File: config.mk
export PLATFORM = sky130hd
export DESIGN_NAME = deser_arbiter
export DESIGN_NICKNAME = d
export VERILOG_FILES = /design/src/rtl/deser_arbiter.sv
export SDC_FILE = /design/constraint.sdc
export NUM_CORES = 1
export LEC_CHECK = 0
export ABC_CLOCK_PERIOD_IN_PS = 4800
export BUFFER_PORTS_ARGS = -buffer_cell sky130_fd_sc_hd__buf_4
export CAP_MARGIN = 25
export CELL_PAD_IN_SITES_DETAIL_PLACEMENT = 1
export CELL_PAD_IN_SITES_GLOBAL_PLACEMENT = 1
export CORE_UTILIZATION = 42
export DETAILED_ROUTE_END_ITERATION = 10
export GPL_TIMING_DRIVEN = 0
export PLACE_DENSITY = 0.86
export SETUP_SLACK_MARGIN = 0.1
export SYNTH_ARGS = -nofsm -noshare
export SYNTH_HDL_FRONTEND = slang
export SYNTH_SLANG_ARGS = --single-unit
File: constraint.sdc
create_clock -name clk_i -period 4.8 [get_ports clk_i]
set_clock_uncertainty 0.05 [all_clocks]
set_input_delay 0.72 -clock clk_i [delete_from_list [all_inputs] [get_ports clk_i]]
set_output_delay 0.72 -clock clk_i [all_outputs]
set_load 0.005 [all_outputs]
File: src/rtl/deser_arbiter.sv
// deser_arbiter: round-robin owner of one shared serial deserializer.
// Optional idle timeout/abort enabled by defining DESER_ARB_TIMEOUT_EN.
module deser_arbiter #(
  parameter int NUM_REQ = 4,
  parameter int WORD_W  = 16,
  parameter int TIMEOUT = 64
) (
  input  logic                       clk_i,
  input  logic                       arstn_i,
  input  logic [NUM_REQ-1:0]         req_i,
  input  logic [NUM_REQ-1:0]         data_i,
  input  logic [NUM_REQ-1:0]         data_val_i,
  output logic [NUM_REQ-1:0]         grant_o,
  output logic                       ser_data_o,
  output logic                       ser_data_val_o,
  output logic                       deser_srst_o,
  output logic                       word_done_o,
  output logic [$clog2(NUM_REQ)-1:0] last_owner_o,
  output logic                       abort_o
);

  localparam int ID_W = $clog2(NUM_REQ);

  if (NUM_REQ < 2 || NUM_REQ > 8) begin : g_bad_num_req
    $error("NUM_REQ must be 2..8");
  end
  if (WORD_W < 1 || WORD_W > 31) begin : g_bad_word_w
    $error("WORD_W must fit the 5-bit bit counter");
  end
  if (TIMEOUT < 1) begin : g_bad_timeout
    $error("TIMEOUT must be at least 1");
  end

  typedef enum logic [1:0] {
    S_INIT,
    S_IDLE,
    S_GRANT
`ifdef DESER_ARB_TIMEOUT_EN
    , S_ABORT
`endif
  } state_e;

  state_e              state_q, state_d;
  logic [NUM_REQ-1:0]  grant_q, grant_d;
  logic [ID_W-1:0]     owner_q, owner_d;
  logic [ID_W-1:0]     rr_q, rr_d;
  logic [4:0]          bit_cnt_q, bit_cnt_d;
  logic [ID_W-1:0]     last_owner_q, last_owner_d;
  logic                srst_q, srst_d;

`ifdef DESER_ARB_TIMEOUT_EN
  localparam int IDLE_W = $clog2(TIMEOUT + 1);
  logic [IDLE_W-1:0]   idle_q, idle_d;
  logic                abort_q, abort_d;
`endif

  logic                in_grant;
  logic                own_val;
  logic                last_bit;
  logic [ID_W-1:0]     owner_nxt;
  logic                pick_vld;
  logic [ID_W-1:0]     pick_id;
  logic [ID_W:0]       idx;

  // Owner lane is forwarded straight through while granted.
  always_comb begin
    in_grant       = (state_q == S_GRANT);
    own_val        = in_grant & data_val_i[owner_q];
    ser_data_val_o = own_val;
    ser_data_o     = in_grant & data_i[owner_q];
    last_bit       = (bit_cnt_q == 5'(WORD_W - 1));
    word_done_o    = own_val & last_bit;
    if (owner_q == ID_W'(NUM_REQ - 1)) begin
      owner_nxt = '0;
    end else begin
      owner_nxt = owner_q + ID_W'(1);
    end
  end

  // First requesting lane at or after rr_q, wrapping modulo NUM_REQ.
  always_comb begin
    pick_vld = 1'b0;
    pick_id  = '0;
    idx      = '0;
    for (int i = 0; i < NUM_REQ; i++) begin
      idx = {1'b0, rr_q} + (ID_W + 1)'(i);
      if (idx >= (ID_W + 1)'(NUM_REQ)) begin
        idx = idx - (ID_W + 1)'(NUM_REQ);
      end
      if (!pick_vld && req_i[idx[ID_W-1:0]]) begin
        pick_vld = 1'b1;
        pick_id  = idx[ID_W-1:0];
      end
    end
  end

  // Next-state and registered-output logic of the grant FSM.
  always_comb begin
    state_d      = state_q;
    grant_d      = grant_q;
    owner_d      = owner_q;
    rr_d         = rr_q;
    bit_cnt_d    = bit_cnt_q;
    last_owner_d = last_owner_q;
    srst_d       = 1'b0;
`ifdef DESER_ARB_TIMEOUT_EN
    idle_d       = idle_q;
    abort_d      = 1'b0;
`endif
    case (state_q)
      S_INIT: begin
        state_d = S_IDLE;
      end
      S_IDLE: begin
        if (pick_vld) begin
          state_d   = S_GRANT;
          grant_d   = NUM_REQ'(1) << pick_id;
          owner_d   = pick_id;
          bit_cnt_d = '0;
`ifdef DESER_ARB_TIMEOUT_EN
          idle_d    = '0;
`endif
        end
      end
      S_GRANT: begin
        if (own_val) begin
`ifdef DESER_ARB_TIMEOUT_EN
          idle_d = '0;
`endif
          if (last_bit) begin
            state_d      = S_IDLE;
            grant_d      = '0;
            bit_cnt_d    = '0;
            last_owner_d = owner_q;
            rr_d         = owner_nxt;
          end else begin
            bit_cnt_d = bit_cnt_q + 5'd1;
          end
        end
`ifdef DESER_ARB_TIMEOUT_EN
        else if (idle_q == IDLE_W'(TIMEOUT - 1)) begin
          state_d   = S_ABORT;
          grant_d   = '0;
          bit_cnt_d = '0;
          rr_d      = owner_nxt;
          idle_d    = '0;
          abort_d   = 1'b1;
          srst_d    = 1'b1;
        end else begin
          idle_d = idle_q + IDLE_W'(1);
        end
`endif
      end
`ifdef DESER_ARB_TIMEOUT_EN
      S_ABORT: begin
        state_d = S_IDLE;
      end
`endif
      default: begin
        state_d = S_INIT;
      end
    endcase
  end

  // State and output registers; reset re-initialises the deserializer.
  always_ff @(posedge clk_i or negedge arstn_i) begin
    if (!arstn_i) begin
      state_q      <= S_INIT;
      grant_q      <= '0;
      owner_q      <= '0;
      rr_q         <= '0;
      bit_cnt_q    <= '0;
      last_owner_q <= '0;
      srst_q       <= 1'b1;
`ifdef DESER_ARB_TIMEOUT_EN
      idle_q       <= '0;
      abort_q      <= 1'b0;
`endif
    end else begin
      state_q      <= state_d;
      grant_q      <= grant_d;
      owner_q      <= owner_d;
      rr_q         <= rr_d;
      bit_cnt_q    <= bit_cnt_d;
      last_owner_q <= last_owner_d;
      srst_q       <= srst_d;
`ifdef DESER_ARB_TIMEOUT_EN
      idle_q       <= idle_d;
      abort_q      <= abort_d;
`endif
    end
  end

  assign grant_o      = grant_q;
  assign deser_srst_o = srst_q;
  assign last_owner_o = last_owner_q;
`ifdef DESER_ARB_TIMEOUT_EN
  assign abort_o      = abort_q;
`else
  assign abort_o      = 1'b0;
`endif

endmodule
Word level (Yosys, flattened, before mapping)
Index checks and enable logic that the tools add are counted.
{ "word_totals": {"regBits": 18, "output_inout_bits": 11} }
{ "op_classes": {"addsub": 9, "order_cmp": 9, "eq_ne": 7, "n_shift": 1, "n_mux": 37, "n_bitwise": 3, "n_reduce_logical": 13} }
{ "op_table": {"columns": ["op", "count"], "rows": [
  ["$mux 2", 12],
  ["$lt 2x3->1 const B", 5],
  ["$mux 5", 3],
  ["$bmux 1 s2", 6],
  ["$mux 4", 3],
  ["$mux 1", 10],
  ["$pmux 5 s2", 1],
  ["$ge 3x3->1 const B", 3],
  ["$reduce_and 3->1", 3],
  ["$pmux 4 s2", 1],
  ["$sub 2x1->2 const B", 4],
  ["$add 2x2->3 const B", 2],
  ["$pmux 2 s3", 1],
  ["$add 5x1->5 const B", 1],
  ["$eq 5x4->1 const B", 1],
  ["$eq 2x2->1 const B", 2],
  ["$ne 2x2->1 const B", 2],
  ["$reduce_and 4->1", 1],
  ["$shl 1x2->4 const A", 1],
  ["$add 2x1->3 const B", 1],
  ["$and 1x1->1", 3],
  ["$ge 2x3->1 const B", 1],
  ["$logic_and 1x1->1", 3],
  ["$logic_not 1->1", 3],
  ["other kinds (6)", 6]
]} }

Logic depth before layout (Yosys ltp)
Gate-level depths: netlist of the first run.
{ "depth": {"depth_word": 17, "mapped_depth": 5} }

Worst setup path before layout of the first run
No wires, ideal clock.
{ "synth_path": {"path_type": "input to output", "start": "in data_val_i[3]", "end": "out ser_data_val_o", "arrival_ps": 1508, "setup_slack_ps": 2522, "path_stages": 3, "path_buffers": 1, "cell_sequence": "mux4_2 > and2_1 > buf_6"} }
{ "synth_via": {"elab_chain_len": 3} }
{ "synth_lines": {"columns": ["item", "line", "text"], "rows": [
  ["start: declaration", "12", "input logic [NUM_REQ-1:0] data_val_i,"],
  ["$bmux 1 s2", "68", "own_val = in_grant & data_val_i[owner_q];"],
  ["$mux 1 (implied by the code)", "68", null],
  ["$and 1x1->1", "68", null],
  ["end: declaration", "15", "output logic ser_data_val_o,"]
]} }
No other way between the ends. The select of a mux whose other input is x is not followed.

Final worst setup path of the first run
{ "layout_path": {"start": "reg owner_q[0]", "end": "out word_done_o"} }
{ "layout_via": {"elab_chain_len": 4} }
{ "layout_lines": {"columns": ["item", "line", "text"], "rows": [
  ["start: declaration", "45", "logic [ID_W-1:0] owner_q, owner_d;"],
  ["start signal: assignment", "182", "owner_q <= owner_d;"],
  ["$bmux 1 s2", "68", null],
  ["$mux 1 (implied by the code)", "68", null],
  ["$and 1x1->1", "68", null],
  ["$and 1x1->1", "72", "word_done_o = own_val & last_bit;"],
  ["end: declaration", "17", "output logic word_done_o,"]
]} }
No other way between the ends. The select of a mux whose other input is x is not followed.

==> reports/metrics.cfg, run 1 <==
[clock_network]
cts_max_level=1
cts_resized=0
clock-sinks=18
cts_tree=yes
cts-root-buf=clkbuf_4
path_clk_slew_ns=0.11
cts_inserted_buffers=3
cts_buffer_depth=2
hold_buffers=0
insertion_delay_ns=0.29
cts_setup_buffers=0

[route]
drt-pass1-iter-count=3
routed_via_density=5.59
wl_per_cell_um=15.7
drt-initial-drc-count=7
ant_nets=0
drc=0
vias=788
drt_wl_total_mm=2.22

[critical_path]
path_class=register to output port
rr_worst_depth=5
cp_top_family=multiplexers
r2r_end=grant_o[1]
max_stage_delay_ns=0.59
start_kind=register
crit_required_ns=4.03
slowest_stage=mux4_2
worst_setup_path_end_kind=output port
cp_cell_sequence=mux4_2, nand3_1, inv_1, buf_4
worstPathMaxFanout=6
ff2ff_setup_slack_ns=2.95
cp.arrival_ns=1.82
reg2reg_from=owner_q[0]
cp.buffers_inverters=2

[global_route]
track_usage_pct=21.5
grt_max_degree=19
grt_pass1_vias=876
grt_overflow_total=0
grt_pass1_wl_mm=4.00
antenna_found_initial=0

[logic_synthesis]
yosys_warnings=0
netlist_area_um2=961
ys_seq_elements=18
netlist_instances=86
ys_seq_area_share_pct=47.0
avgSynthCellArea_um2=11.2
synth_fa_ha_area_share_pct=2.60
synth_compound_area_share_pct=16.0
synth_mux_area_share_pct=12.8
async_reset_ff_share_pct=100
yosysTopAreaCell=dfrtp_1
synth_top_area_share_pct=44.3
synth_xor_area_share_pct=0
netlist_top_cells_area=dfrtp_1 (44%), nand2_1 (4.3%), a32o_1 (4.2%)
synth_ff_type=dfrtp_1
synth-simple-area-share_pct=17.2
synth_edf_count=0
synth_top_family_by_area=simple AND/OR/NAND/NOR gates
synth.distinct_cells=38

[layout]
layout.cells.non_filler=141
final_cell_area_um2=1210
nets=131
syn2layout_area_growth_pct=25.7
drive_above_1_share_pct=34.2
fill_cells=247
antenna_cells=0

[sta]
slew_violations=0
whs_ns=0.224
hold_viol=0
tightest_slew_ns=0.666
layout_worst_path_cycle_share_pct=54.0
rsz0062_at_grt=false
setup_viol=0
fmax_mhz=386
maxSlewHeadroom_pct=55.5
timing.setup.tns_ns=0
timing.final.crit_period_ns=2.59

[placement]
gp_congestion=0.813
hpwl_mm=1.81
io_buffers=23
dpl_cell_area_um2=1170
dp_cells=137

[flow_run]
drv_cap=0

[pwr]
finalPower_mw=0.554
leakage_nw=0.589
vdd_drop_max_mv=0.240
power_density_nw_per_um2=459

[floorplan]
die_area_um2=2480
fp.dieH_um=49.8
core_area_um2=2060
die_w_um=49.8
io_pins=25
initial_core_util_pct=46.6
rows=16

[worst_hold_path]
hold_path_class=input port to async pin

[run_status]
status=finished clean

how the worst max path moves through the flow:
stage,slack [ns],startpoint,to,cells past startpoint
final,2.21,owner_q[0],word_done_o,4
after global routing,2.08,owner_q[0],word_done_o,4
after CTS,2.18,owner_q[0],word_done_o,4
after detailed placement,2.22,data_val_i[3],word_done_o,5
after global placement,2.25,data_val_i[3],word_done_o,5
after floorplan,2.52,data_val_i[3],ser_data_val_o,3
where the power goes:
part / switching [mW] / leakage, nW / total [mW] / internal, mW
clock: 0.0468 / 0.0210 / 0.0929 / 0.0462
combinational: 0.101 / 0.337 / 0.222 / 0.121
sequential: 0.0457 / 0.231 / 0.239 / 0.194
cell usage after synthesis (all sizes together), types with 2 or more instances:
master / number
mux2i: 4
buf: 3
nand3: 3
a21oi: 2
ha: 2
a32o: 4
and2: 2
mux2: 3
nand2b: 5
o21ai: 4
nand2: 11
dfrtp: 17
mux4: 2
inv: 4
o22ai: 2
cell type report:
cell class / instances / area (um^2) / share of cell area, %
multi-input cells: 62 / 474 / 39.3
flip-flops and latches: 18 / 452 / 37.4
repair buffers: 23 / 173 / 14.3
clock buffers: 4 / 36.3 / 3.01
well taps: 27 / 33.8 / 2.80
plain buffers: 3 / 23.8 / 1.97
inverters: 4 / 15.0 / 1.24
metal layers:
metal / part of all wire (%) / track usage, % / vias to the layer above
met2: 52 / 38.1 / 22
met1: 42 / 26.5 / 392
li1: - / - / 372
met3: 5.5 / 4.01 / 2
met5: 0 / 0 / -
met4: 0.63 / 5.71 / 0
layout by cell type, fill, tap and decap left out, types with 3 or more instances in the layout:
master,count
nand2b_1,4
mux2i_1,4
clkbuf_4,3
dfrtp_1,17
o21ai_0,4
buf_4,24
mux2_2,3
nand3_1,3
nand2_1,11
a32o_1,4
inv_1,4
kinds of logic (layout without fill, tap and decap cells):
family | after synthesis | after routing
multiplexers | 9 | 9
AO/OA/AOI/OAI | 20 | 20
AND/OR/NAND/NOR | 29 | 29
adder cells (fa/ha/maj) | 2 | 2
other | 1 | 2
buffers and inverters | 7 | 34
flip-flops | 18 | 18
stage by stage:
step	worst slack, ns	util [%]
6_report	2.21	58.6
2_1_floorplan	2.52	-
5_1_grt	2.08	58.6
3_5_place_dp	2.22	56.8
4_1_cts	2.18	58.6
3_3_place_gp	2.25	56.8
flip-flops by register name (all words and copies together), names as in the netlist:
signal        count
bit_cnt_q         5
grant_o           4
last_owner_o      2
owner_q           2
rr_q              2
state_q           2
deser_srst_o      1
Power figures use the tool's default switching activity.
==> inputs of run 2 (changes only) <==
--- a/config.mk
+++ b/config.mk
@@ -5,15 +5,15 @@
 export SDC_FILE = /design/constraint.sdc
 export NUM_CORES = 1
 export LEC_CHECK = 0
-export ABC_CLOCK_PERIOD_IN_PS = 4800
+export ABC_CLOCK_PERIOD_IN_PS = 2500
 export BUFFER_PORTS_ARGS = -buffer_cell sky130_fd_sc_hd__buf_4
 export CAP_MARGIN = 25
 export CELL_PAD_IN_SITES_DETAIL_PLACEMENT = 1
 export CELL_PAD_IN_SITES_GLOBAL_PLACEMENT = 1
-export CORE_UTILIZATION = 42
+export CORE_UTILIZATION = 39
 export DETAILED_ROUTE_END_ITERATION = 10
 export GPL_TIMING_DRIVEN = 0
-export PLACE_DENSITY = 0.86
+export PLACE_DENSITY = 0.81
 export SETUP_SLACK_MARGIN = 0.1
 export SYNTH_ARGS = -nofsm -noshare
 export SYNTH_HDL_FRONTEND = slang
==> constraint.sdc (replaced) <==
create_clock -name clk_i -period 2.5 [get_ports clk_i]
set_clock_uncertainty 0.05 [all_clocks]
set_input_delay 0.375 -clock clk_i [delete_from_list [all_inputs] [get_ports clk_i]]
set_output_delay 0.375 -clock clk_i [all_outputs]
set_load 0.005 [all_outputs]
==> reports/metrics.cfg, run 2 (synthesis gave the netlist of run 1 again) <==
[sta]
timing.final.crit_period_ns=2.24
slew_violations=0  ; unchanged
hold_viol=0  ; unchanged
rsz0062_at_grt=false
tightest_slew_ns=0.663  ; -0.00322 ns
layout_worst_path_cycle_share_pct=89.6
setup_viol=0  ; unchanged
worst_slack_ns=0.261  ; -1.95 ns
whs_ns=0.366  ; +0.143 ns
fmax_mhz=447
timing.setup.tns_ns=0  ; unchanged
maxSlewHeadroom_pct=55.7  ; +0.21 points

[floorplan]
io_pins=25  ; unchanged
die_area_um2=2670  ; +7.4%
die_w_um=51.6  ; +3.6%
fp.dieH_um=51.6  ; +3.6%
rows=17  ; +1
core_area_um2=2280  ; +10%
initial_core_util_pct=42.2  ; -4.4 points

[pwr]
leakage_nw=0.592  ; +0.53%
power_density_nw_per_um2=885  ; +93%
vdd_drop_max_mv=0.496  ; +110%
sw_frac_of_total_pct=35.6  ; +0.66 points
power.clock.fraction_pct=17.1  ; +0.3 points
p_sw_mw=0.385  ; +99%
p_seq_share_pct=43.0  ; -0.2 points
p_int_mw=0.695  ; +93%
p_comb_share_pct=39.9  ; about the same

[clock_network]
cts_inserted_buffers=3  ; unchanged
cts_max_level=1  ; unchanged
cts_setup_buffers=0  ; unchanged
cts-root-buf=clkbuf_4
clock-sinks=18  ; unchanged
insertion_delay_ns=0.30  ; about the same
cts_buffer_depth=2  ; unchanged
path_clk_slew_ns=0.11  ; about the same
cts_tree=yes

[route]
drt-initial-drc-count=9  ; +2
wl_met2_mm=1.29  ; +12%
highest_layer=met4
wl_met3_um=43  ; -65%
drt_wl_total_mm=2.39  ; +7.7%
wl_per_cell_um=16.7  ; +6.2%
routed_via_density=5.60  ; +0.23%
drt-pass1-iter-count=4  ; +1
ant_nets=0  ; unchanged
drc=0  ; unchanged
met1_length_mm=1.02  ; +10%
vias=801  ; +1.6%

[layout]
final_cell_mix=buf_4 (24), dfrtp_1 (16), nand2_1 (11)
largest_reg_flops=5  ; unchanged
fin_util_pct=53.6  ; -5.0 points
syn2layout_area_growth_pct=27.0
layout.cells.non_filler=143  ; +1.4%
nets=132  ; +0.76%
antenna_cells=0  ; unchanged
mostFrequentLayoutCell=buf_4
drive_above_1_share_pct=34.8  ; +0.57 points
regMostFlops=bit_cnt_q

[placement]
io_buffers=23  ; unchanged
gp_congestion=0.753  ; -7.3%
hpwl_mm=1.84  ; +1.4%
pre_cts_ws_ns=0.517  ; -1.70 ns
dp_cells=138  ; +0.73%

[critical_path]
crit_required_ns=2.08  ; -1.95 ns
max_stage_delay_ns=0.58  ; about the same
start_kind=register
path_class=register to output port
worstPathMaxFanout=6  ; unchanged
cp_top_family=multiplexers
cp_cell_sequence=mux4_2, nand3_1, inv_1, buf_4
worst_setup_path_end_kind=output port
cp.buffers_inverters=2  ; unchanged
cp.arrival_ns=1.81  ; about the same
slowest_stage=mux4_2
ff2ff_setup_slack_ns=0.66  ; -2.29 ns

[run_status]
status=finished clean

[flow_run]
drv_cap=0  ; unchanged

[global_route]
grt_pass1_vias=930  ; +6.2%
track_usage_pct=21.4  ; -0.15 points
grt_pass1_wl_mm=4.11  ; +2.7%
grt_overflow_total=0  ; unchanged
antenna_found_initial=0  ; unchanged
grt_max_degree=19  ; unchanged

[worst_hold_path]
hold_path_class=input port to register

run 2: worst paths after layout:
kind | start | end | depth (start not counted)
worst max-delay path | owner_q[0] | word_done_o | 4
worst min-delay path | req_i[2] | state_q[0] | 4
worst max register to register | owner_q[0] | grant_o[1] | 5
worst min register to register | grant_o[0] | grant_o[0] | 1
max in group asynchronous | arstn_i | deser_srst_o | 2
min in group asynchronous | arstn_i | state_q[1] | 2
run 2: final cells by class:
type                            count  area, um^2
Multi-Input combinational cell     62         474
Buffer                              3        23.8
Sequential cell                    18         453
Inverter                            4        15.0
Tap cell                           28        35.0
Timing Repair Buffer               24         183
Clock buffer                        4        36.3
Fill cell                         257        1060
run 2: power groups by stage:
stage	Sequential, mW	Clock [mW]	Combinational (mW)
6_report	0.464	0.185	0.431
5_1_grt	0.478	0.201	0.480
4_1_cts	0.462	0.188	0.438
3_5_place_dp	0.468	0	0.433
3_3_place_gp	0.459	0	0.409
2_1_floorplan	0.443	0	0.282
run 2: worst reg2reg max path, stage by stage, from the launching register on:
cell and delay (ns):
dfrtp_2 0.46, mux4_2 0.59, and2_1 0.20, buf_6 0.12
o22ai_2 0.19, a32o_1 0.18
run 2: metrics by stage:
| stage | total power [mW] | area (um^2) |
|---|---|---|
| finish | 1.08 | 1220 |
| floorplan | 0.725 | 965 |
| CTS | 1.09 | 1220 |
| global route | 1.16 | 1220 |
| global placement | 0.868 | 1170 |
| detailed placement | 0.901 | 1170 |
run 2: what timing repair did:
| action | in CTS | in global routing |
|---|---|---|
| endpoints found under the setup margin | 0 | 1 |
| gates resized for setup | 0 | 1 |
| hold buffers | 1 | 0 |
| hold endpoints to repair | 17 | 0 |
run 2: per-layer routing:
metal | track usage [%] | vias up
met5 | 0 | -
met2 | 41.3 | 11
met3 | 3.51 | 5
met1 | 23.3 | 414
li1 | - | 371
met4 | 6.76 | 0
